`src/rtl/neuron_pkg.sv`:
```
// neuron_pkg: shared constants, sequencer state type and the W-bit accumulate helper.
// Build option: define NEURON_SAT_EN to make every accumulate saturate instead of wrap.
package neuron_pkg;

    localparam int unsigned W_DEF           = 20;
    localparam int unsigned N_IN_DEF        = 9;
    localparam int unsigned ROWS_PER_NEURON = N_IN_DEF + 1;

    typedef enum logic [1:0] {
        IDLE = 2'd0,
        RUN  = 2'd1,
        EMIT = 2'd2,
        DONE = 2'd3
    } state_e;

`ifdef NEURON_SAT_EN
    localparam logic signed [W_DEF-1:0] ACC_MAX = {1'b0, {(W_DEF-1){1'b1}}};
    localparam logic signed [W_DEF-1:0] ACC_MIN = {1'b1, {(W_DEF-1){1'b0}}};
`endif

    // Two's-complement add; clamps on signed overflow when saturation is built in.
    function automatic logic signed [W_DEF-1:0] sat_add(
        input logic signed [W_DEF-1:0] a,
        input logic signed [W_DEF-1:0] b
    );
        logic signed [W_DEF-1:0] sum;
        sum = a + b;
`ifdef NEURON_SAT_EN
        if ((a[W_DEF-1] == b[W_DEF-1]) && (sum[W_DEF-1] != a[W_DEF-1])) begin
            sum = a[W_DEF-1] ? ACC_MIN : ACC_MAX;
        end
`endif
        return sum;
    endfunction

endpackage

```
`src/rtl/neuron_acc.sv`:
```
// neuron_acc: registered W-bit accumulator with synchronous clear and a pixel-gated add.
// Build option: NEURON_SAT_EN (through sat_add) selects saturating accumulation.
module neuron_acc
    import neuron_pkg::*;
(
    input  logic                    clk,
    input  logic                    rst,
    input  logic                    clr,
    input  logic                    en,
    input  logic                    add_gate,
    input  logic signed [W_DEF-1:0] din,
    output logic signed [W_DEF-1:0] acc
);

    logic signed [W_DEF-1:0] acc_q;
    logic signed [W_DEF-1:0] acc_d;

    // Clear wins over add; an add happens only when enabled and its pixel is set.
    always_comb begin
        acc_d = acc_q;
        if (clr) begin
            acc_d = '0;
        end else if (en && add_gate) begin
            acc_d = sat_add(acc_q, din);
        end
    end

    // Accumulator register.
    always_ff @(posedge clk) begin
        if (rst) begin
            acc_q <= '0;
        end else begin
            acc_q <= acc_d;
        end
    end

    assign acc = acc_q;

endmodule

```
`src/rtl/neuron_seq.sv`:
```
// neuron_seq: evaluates N_NEURONS binary-pixel neurons serially on one accumulator,
// streaming weights/bias from a 1-cycle-latency ROM and emitting each result on valid/ready.
// Build option: NEURON_SAT_EN selects saturating accumulation (default wraps).
module neuron_seq
    import neuron_pkg::*;
#(
    parameter  int unsigned N_NEURONS = 4,
    parameter  int unsigned N_IN      = N_IN_DEF,
    // Datapath width is tied to the package accumulate helper.
    localparam int unsigned W         = W_DEF,
    localparam int unsigned AW        = $clog2(N_NEURONS * (N_IN + 1)),
    localparam int unsigned NW        = (N_NEURONS > 1) ? $clog2(N_NEURONS) : 1
) (
    input  logic                clk,
    input  logic                rst,
    input  logic                start,
    input  logic [N_IN-1:0]     pix,
    output logic                busy,
    output logic                w_en,
    output logic [AW-1:0]       w_addr,
    input  logic signed [W-1:0] w_data,
    output logic                d_valid,
    input  logic                d_ready,
    output logic signed [W-1:0] d_out,
    output logic [NW-1:0]       d_idx,
    output logic                done
);

    // k walks 0..N_IN+1 inside RUN: N_IN+1 issue cycles then one bias-return cycle.
    localparam int unsigned KW     = $clog2(N_IN + 2);
    localparam logic [KW-1:0] K_LAST = KW'(N_IN + 1);
    localparam logic [KW-1:0] K_BIAS = KW'(N_IN);
    localparam logic [NW-1:0] N_LAST = NW'(N_NEURONS - 1);
    localparam logic [AW-1:0] ROWS_A = AW'(N_IN + 1);

    state_e               state_q, state_d;
    logic [KW-1:0]        k_q, k_d;
    logic [NW-1:0]        n_q, n_d;
    logic [N_IN-1:0]      pix_q, pix_d;

    logic                 w_en_q, w_en_d;
    logic [AW-1:0]        w_addr_q, w_addr_d;
    logic                 d_valid_q, d_valid_d;
    logic signed [W-1:0]  d_out_q, d_out_d;
    logic [NW-1:0]        d_idx_q, d_idx_d;
    logic                 busy_q, busy_d;
    logic                 done_q, done_d;

    logic                 hs;
    logic                 acc_clr;
    logic                 acc_en;
    logic                 pix_gate;
    logic signed [W-1:0]  acc;

    assign hs = d_valid_q && d_ready;

    // State and output registers.
    always_ff @(posedge clk) begin
        if (rst) begin
            state_q   <= IDLE;
            k_q       <= '0;
            n_q       <= '0;
            pix_q     <= '0;
            w_en_q    <= 1'b0;
            w_addr_q  <= '0;
            d_valid_q <= 1'b0;
            d_out_q   <= '0;
            d_idx_q   <= '0;
            busy_q    <= 1'b0;
            done_q    <= 1'b0;
        end else begin
            state_q   <= state_d;
            k_q       <= k_d;
            n_q       <= n_d;
            pix_q     <= pix_d;
            w_en_q    <= w_en_d;
            w_addr_q  <= w_addr_d;
            d_valid_q <= d_valid_d;
            d_out_q   <= d_out_d;
            d_idx_q   <= d_idx_d;
            busy_q    <= busy_d;
            done_q    <= done_d;
        end
    end

    // Next-state: frame sequencing, step counter, neuron counter and pixel capture.
    always_comb begin
        state_d = state_q;
        k_d     = k_q;
        n_d     = n_q;
        pix_d   = pix_q;
        case (state_q)
            IDLE: begin
                if (start) begin
                    state_d = RUN;
                    k_d     = '0;
                    n_d     = '0;
                    pix_d   = pix;
                end
            end
            RUN: begin
                if (k_q == K_LAST) begin
                    state_d = EMIT;
                end else begin
                    k_d = k_q + KW'(1);
                end
            end
            EMIT: begin
                if (hs) begin
                    if (n_q == N_LAST) begin
                        state_d = DONE;
                    end else begin
                        state_d = RUN;
                        n_d     = n_q + NW'(1);
                        k_d     = '0;
                    end
                end
            end
            DONE: begin
                state_d = IDLE;
            end
            default: begin
                state_d = IDLE;
            end
        endcase
    end

    // Pixel select: data returning at step k is weight k-1, gated by pix[k-1].
    always_comb begin
        pix_gate = 1'b0;
        for (int unsigned i = 0; i < N_IN; i++) begin
            if (k_q == KW'(i + 1)) begin
                pix_gate = pix_q[i];
            end
        end
    end

    assign acc_clr = ((state_q == IDLE) && start) || hs;
    assign acc_en  = (state_q == RUN) && (k_q != '0) && (k_q != K_LAST);

    neuron_acc u_acc (
        .clk      (clk),
        .rst      (rst),
        .clr      (acc_clr),
        .en       (acc_en),
        .add_gate (pix_gate),
        .din      (w_data),
        .acc      (acc)
    );

    // Outputs: ROM issue for the coming step, result capture on the bias cycle, status flags.
    always_comb begin
        w_en_d    = (state_d == RUN) && (k_d <= K_BIAS);
        w_addr_d  = w_addr_q;
        d_out_d   = d_out_q;
        d_idx_d   = d_idx_q;
        d_valid_d = (state_d == EMIT);
        busy_d    = (state_d != IDLE);
        done_d    = (state_d == DONE);
        if (w_en_d) begin
            w_addr_d = AW'(n_d) * ROWS_A + AW'(k_d);
        end
        if ((state_q == RUN) && (k_q == K_LAST)) begin
            d_out_d = sat_add(acc, w_data);
            d_idx_d = n_q;
        end
    end

    assign busy    = busy_q;
    assign w_en    = w_en_q;
    assign w_addr  = w_addr_q;
    assign d_valid = d_valid_q;
    assign d_out   = d_out_q;
    assign d_idx   = d_idx_q;
    assign done    = done_q;

endmodule
```
`config.mk`:
```
export PLATFORM = sky130hd
export DESIGN_NAME = neuron_seq
export DESIGN_NICKNAME = d
export VERILOG_FILES = /design/src/rtl/neuron_pkg.sv /design/src/rtl/neuron_acc.sv /design/src/rtl/neuron_seq.sv
export SDC_FILE = /design/constraint.sdc
export NUM_CORES = 1
export LEC_CHECK = 0
export ABC_AREA = 1
export CAP_MARGIN = 25
export CORE_MARGIN = 10
export CORE_UTILIZATION = 40
export CTS_CLUSTER_SIZE = 12
export DETAILED_ROUTE_END_ITERATION = 16
export GPL_ROUTABILITY_DRIVEN = 0
export PLACE_DENSITY_LB_ADDON = 0.2
export SYNTH_ARGS = -nofsm -noshare
export SYNTH_HDL_FRONTEND = slang
export SYNTH_SLANG_ARGS = --single-unit
```
`constraint.sdc`:
```
create_clock -name clk -period 6.95 [get_ports clk]
set_clock_uncertainty 0.1 [all_clocks]
set_input_delay 2.085 -clock clk [delete_from_list [all_inputs] [get_ports clk]]
set_output_delay 2.085 -clock clk [all_outputs]
set_load 0.1 [all_outputs]
```
==> summary.md, run 1 <==
| Metric | Value |
|---|---|
| Vias after detailed routing | roughly 4.2k |
| Port bufs | between 60 and 70 |
| Largest net degree at the start of global routing | 35 |
| Minimum clock period | between 4 and 5 ns |
| Max frequency | roughly 250 MHz |
| Design Area, Final | between 5000 and 6000 um2 |
| Max Slew Vio Count | 0 |
| First-pass GRT wire length | about 19000 um |
| Number of synthesized flops with an enable pin | 0 |
| Vias per cell | about 4.8 |
| Sink Count | 69 |
| Number of diodes | 0 |
| Critical Path, Cell by Cell | clkdlybuf4s50_1 |
| Antenna Violating Nets Remaining | 0 |
| Yosys cell types | 26 |
| Synth Flop Type | dfxtp_1 |
| Critical Path AT | between 1.5 and 2 ns |
| Finished Layout Cells | 880 |
| Worst-Margin Slew | 1.04 ns |
| Slew headroom | 0.301 |
| Initial antenna violation count | 0 |
| Crit path kind | flop to output pin |
| Comb power frac | 0.138 |
| Max stage delay on crit path | between 1 and 1.5 ns |
| Global route overflow | 0 |
| Most frequent cells in the layout | nand2_1 (181), nor2_1 (134), inv_1 (100), dfxtp_1 (69), clkdlybuf4s50_1 (64) |
| Crit path launch type | flop |
| # IOs | 65 |
| Post-route DRC | 0 |
| Worst-skew pair later-pin latency | between 0.3 and 0.4 ns |
| Setup Buffers After CTS | 0 |
| Hold Path Class | flop to flop |
| Unrepaired setup endpoints after global routing | no |
| CP Buf/Inv Count | 1 |
| Die width | 123 um |
| Commonest non-fill, non-tap cell in the layout | nand2_1 |
| Initial DRC Count | ~210 |
| CTS Hold Bufs | 0 |
| Worst path required time | roughly 4.8 ns |
| Dpl hpwl | a little under 9000 um |
| Final Hold Vio Count | 0 |
| Clock power frac | 0.397 |
| Post-synthesis cell area | 4240 um2 |
| Post-cts resize count | 0 |
| Clk slew on worst S/H paths | about 0.08 ns |
| Number of global-route vias before repair | 4230 |
| Clk buf depth | 2 |
| #FFs+latches synth | approximately 70 |
| Drt pass-1 iters | 5 |
| Net Sw Frac | 0.281 |
| Max-Cap Viols | 0 |
| Slowest stage cell on the critical path | clkdlybuf4s50_1 |
| Sum Neg Setup Slack | 0 ns |
| Avg Cell Area, Syn | about 6.3 um2 |
| Num rows | 37 |
| Placed Area | around 5000 um2 |
| Reg power frac | 0.465 |
| Peak VDD IR | 0.172 mV |
| CTS buffer count | 9 |
| Switching power | 248 uW |
| Max FO, Critical Path | 2 |
| CP endpoint kind | output pin |
| H-tree Lvls | 3 |
| Fin crit share | 0.586 |
| Pwr Density | roughly 170 nW/um2 |
| Total core area | slightly above 10000 um2 |
| Routed len/inst | roughly 13 um |
| Area grow syn2layout | 22.9% |
| Seq/Total Area, Yosys | 0.326 |
| Routed wire length | around 11000 um |
| Syn_nets | between 700 and 800 |
| Initial core utilization | 0.411 |
| DP Cell Count | about 860 |
| Final number of setup-violating endpoints | 0 |
| Share of layout cells above drive strength 1 | 0.0363 |
| Synth Instances | between 600 and 700 |
| Die area | 15100 um2 |
| Final net count | 800 |
| Leakage | roughly 0.0026 uW |
| CTS tree | yes |
| Status | finished clean |
| Height of the die | 123 um |
| CTS root buffer | clkbuf_8 |
| Ys Warns | 0 |
| All-Layer GR Usage | 0.156 |
| Internal | around 630 uW |
| CP delay by family, top | buffers and inverters |
| FFs w/ async S/R, synth | 0 |
layer usage:
layer	GRT usage	vias up	wire length [um]
li1	-	2223	-
met1	0.185	1894	5320
met2	0.263	97	5250
met3	0.0442	19	642
met4	0.0574	0	262
met5	0	-	0
cells by family after synthesis:
logic type      count (synthesis)  synth area share
simple gates                  380             0.364
buf+inv                       118             0.107
compound gates                 69            0.0909
flops                          69             0.326
fa+ha+maj                      28            0.0862
xor+xnor                       13            0.0269
path summary, 6_finish.rpt:
kind,from,to,slack [ns],depth (start not counted)
worst min-delay path,pix_q[7],pix_q[7],0.36,2
worst max register to register,k_q[0],d_out[19],4.05,7
worst max-delay path,d_out[9],d_out[9],2.88,1
worst min register to register,pix_q[7],pix_q[7],0.36,2
power groups by stage:
stage,clock [uW],sequential [uW],combinational [uW]
3_5_place_dp,0,419,121
2_1_floorplan,0,438,58.2
5_1_grt,377,411,134
3_3_place_gp,0,419,120
4_1_cts,359,410,122
6_report,350,410,121
Yosys cell counts (all sizes together) (2+ instances only):
| master | number | area share |
|---|---|---|
| nand2 | 185 | 0.17 |
| nor2 | 137 | 0.12 |
| inv | 101 | 0.089 |
| dfxtp | 69 | 0.33 |
| nand3 | 40 | 0.047 |
| a21oi | 29 | 0.034 |
| o21ai | 29 | 0.034 |
| ha | 26 | 0.077 |
| clkbuf | 11 | 0.0097 |
| nand4 | 7 | 0.010 |
| o211ai | 7 | 0.012 |
| xor2 | 7 | 0.014 |
| nand3b | 6 | 0.011 |
| xnor2 | 6 | 0.012 |
| nor3 | 4 | 0.0047 |
| buf | 3 | 0.0050 |
| clkinv | 3 | 0.0027 |
| fa | 2 | 0.0094 |
| o21bai | 2 | 0.0035 |
cell type report:
cell class,instances,area [um2]
Clock inverter,5,58.8
Fill cell,1082,5110
Sequential cell,69,1380
Inverter,104,390
Clock buffer,11,151
Multi-Input combinational cell,490,2410
Timing Repair Buffer,65,648
Tap cell,136,170
per-stage QoR:
stage                     hold WS (ns)  power, uW  setup slack (ns)  utilization
after floorplan                  0.324        497              3.14            -
after global placement           0.359        538              2.59        0.484
after detailed placement         0.363        539              2.55        0.484
after CTS                        0.377        890              2.88        0.505
after global routing             0.391        922              2.71        0.505
final                            0.365        881              2.88        0.505
state kept, by name, summed over array words and instances, names as in the netlist, 2 cells and up:
name / count
n_q: 2
u_acc.acc: 20
k_q: 4
d_idx: 2
d_out: 20
state_q: 2
pix_q: 9
w_addr: 6
worst min-delay path, cell delays in order, from the launching register on:
cell and delay, ns:
dfxtp_1 0.30, inv_1 0.06, a21oi_1 0.06
Power figures use the tool's default switching activity.
==> inputs of run 2 (changes only) <==
Clock period 6.95 ns to 4 ns, I/O delays scaled along.
==> run 2 against run 1 <==
Design area shrank 2.0%; clock power grew 38%; count of clock-buffer cells in the layout grew 1; utilization shrank 0.99 points; sequential power grew 74%; hold slack lost 0.0050 ns; die area is the same; non-clock buffer count grew 3; wire length shrank 1.5%; highest routed layer unchanged.
==> summary.md, run 2 (synthesized netlist as in run 1, its figures left out) <==
| Metric | Value |
|---|---|
| Most frequent cells in the layout | nand2_1 (181), nor2_1 (134), inv_1 (100), dfxtp_1 (69), nand3_1 (40) |
| CTS root buffer | clkbuf_8 |
| Critical Path, Cell by Cell | clkdlybuf4s50_1 > nand2_1 > inv_1 > nand2_1 > nand2_1 > nand2_1 > a21oi_1 > inv_1 > ha_1 > fa_1 > xor2_1 > nor2_1 > nor2_1 |
| Drt pass-1 iters | 4 (-1) |
| Max frequency | 314 MHz |
| Max-Cap Viols | 0 (unchanged) |
| Dpl hpwl | 8880 um (+0.69%) |
| Worst-Margin Slew | 0.969 ns (-0.0752 ns) |
| Area grow syn2layout | 20.5% |
| Status | finished clean |
| Slowest stage cell on the critical path | clkdlybuf4s50_1 |
| Clk slew on worst S/H paths | 0.07 ns (about the same) |
| Max FO, Critical Path | 3 (+1) |
| Height of the die | 123 um (unchanged) |
| Leakage | 0.00270 uW (+1.8%) |
| Final number of setup-violating endpoints | 0 (unchanged) |
| # IOs | 65 (unchanged) |
| Initial DRC Count | 179 (-16%) |
| Setup Buffers After CTS | 0 (unchanged) |
| Post-route DRC | 0 (unchanged) |
| Port bufs | 64 (unchanged) |
| Hold Path Class | flop to flop |
| Minimum clock period | roughly 3.2 ns |
| CTS tree | yes |
| Peak VDD IR | 0.214 mV (+24%) |
| Crit path kind | input port to flop |
| All-Layer GR Usage | 0.157 (+0.000805) |
| Design Area, Final | 5110 um2 (-2.0%) |
| Crit path launch type | input port |
| Routed wire length | 11300 um (-1.5%) |
| CP endpoint kind | flop |
| Antenna Violating Nets Remaining | 0 (unchanged) |
| CP delay by family, top | buffers and inverters |
| Share of layout cells above drive strength 1 | 0.0763 (+0.0400) |
| Pwr Density | 275 nW/um2 (+63%) |
| Initial core utilization | 0.411 (unchanged) |
| Sink Count | 69 (unchanged) |
| Total core area | 10300 um2 (unchanged) |
| Max Slew Vio Count | 0 (unchanged) |
| Placed Area | 4950 um2 (-1.1%) |
| CTS Hold Bufs | 0 (unchanged) |
| Commonest non-fill, non-tap cell in the layout | nand2_1 |
| Initial antenna violation count | 0 (unchanged) |
| Number of diodes | 0 (unchanged) |
| Largest net degree at the start of global routing | 32 (-8.6%) |
| CTS buffer count | 9 (unchanged) |
| Worst-skew pair later-pin latency | 0.34 ns (about the same) |
| Final net count | 803 (+0.38%) |
| Final worst setup slack | 0.816 ns (-2.06 ns) |
| Vias per cell | 4.75 (-1.3%) |
| Flop-to-flop setup slack | 1.39 ns (-2.66 ns) |
| Post-cts resize count | 0 (unchanged) |
| First-pass GRT wire length | 19400 um (+0.64%) |
| Global route overflow | 0 (unchanged) |
| Die area | 15100 um2 (unchanged) |
| Fill cells | 1069 (-1.2%) |
| Cell repeated most along the worst path | nand2_1 |
| Worst slack at placement | 0.488 ns (-2.06 ns) |
| Die width | 123 um (unchanged) |
| H-tree Lvls | 3 (unchanged) |
| Critical Path AT | 3.31 ns (+1.42 ns) |
| Number of global-route vias before repair | 4188 (-0.99%) |
| CP Buf/Inv Count | 3 (+2) |
| Final Hold Vio Count | 0 (unchanged) |
| Max stage delay on crit path | 0.45 ns (-0.71 ns) |
| Sum Neg Setup Slack | 0 ns (unchanged) |
| Slew headroom | 0.352 (+0.0503) |
| Routed len/inst | 12.8 um (-1.8%) |
| Vias after detailed routing | 4192 (-0.97%) |
| Num rows | 37 (unchanged) |
| Clk buf depth | 2 (unchanged) |
| Unrepaired setup endpoints after global routing | no |
| Worst path required time | 4.13 ns (-0.63 ns) |
| Fin crit share | 0.796 |
==> run 2: changes by cell type in the layout (fill, tap and decap cells not counted) <==
| cell | previous run | this run |
|---|---|---|
| clkinv_2 | 1 | 2 |
| clkinv_4 | 1 | 0 |
| clkbuf_8 | 11 | 9 |
| buf_4 | 1 | 34 |
| bufinv_16 | 1 | 0 |
| clkdlybuf4s50_1 | 64 | 34 |
| clkbuf_1 | 0 | 3 |
==> run 2: final timing paths <==
kind	start	endpoint	cells past startpoint
setup / recovery	d_ready	w_addr[3]	13
hold / removal	pix_q[7]	pix_q[7]	2
setup reg to reg	k_q[0]	u_acc.acc[6]	12
hold reg to reg	pix_q[7]	pix_q[7]	2
==> run 2: area by class of cell <==
class                      count  area [um2]  area share
clock buffer                  12         135      0.0265
clock inverter                 4        25.0     0.00490
inverter                     104         390      0.0764
multi-input combinational    490        2410       0.472
sequential                    69        1380       0.270
tap                          136         170      0.0333
timing repair buffer          68         596       0.117
==> run 2: worst reg2reg max path, delay by kind of cell (launching register included) <==
family	cells	cell delay [ns]
adder cells (fa/ha/maj)	1	0.27
AO/OA/AOI/OAI	2	0.24
flip-flops	1	0.44
AND/OR/NAND/NOR	7	0.99
buffers and inverters	2	0.48
==> run 2: metal layers <==
layer / global-route usage / part of all wire / wire length (um) / vias to the layer above
met1: 0.185 / 0.45 / 5110 / 1884
li1: - / - / - / 2227
met5: 0 / 0 / 0 / -
met3: 0.0374 / 0.053 / 597 / 12
met4: 0.0582 / 0.015 / 172 / 0
met2: 0.272 / 0.48 / 5430 / 69
==> run 2: per-stage QoR <==
stage               instances  hold slack, ns   util  total power [uW]
CTS                       883           0.362  0.495              1420
detailed placement        867           0.349  0.479               938
finish                    883           0.360  0.495              1410
global placement          867           0.344  0.479               935
floorplan                 677           0.324      -               863
global route              883           0.387  0.495              1480
==> run 2: power by group <==
| group | internal, uW | switching [uW] | total [uW] |
|---|---|---|---|
| clock | 224 | 261 | 484 |
| combinational | 75.3 | 135 | 211 |
| sequential | 702 | 9.49 | 712 |
| total | 1000 | 405 | 1410 |
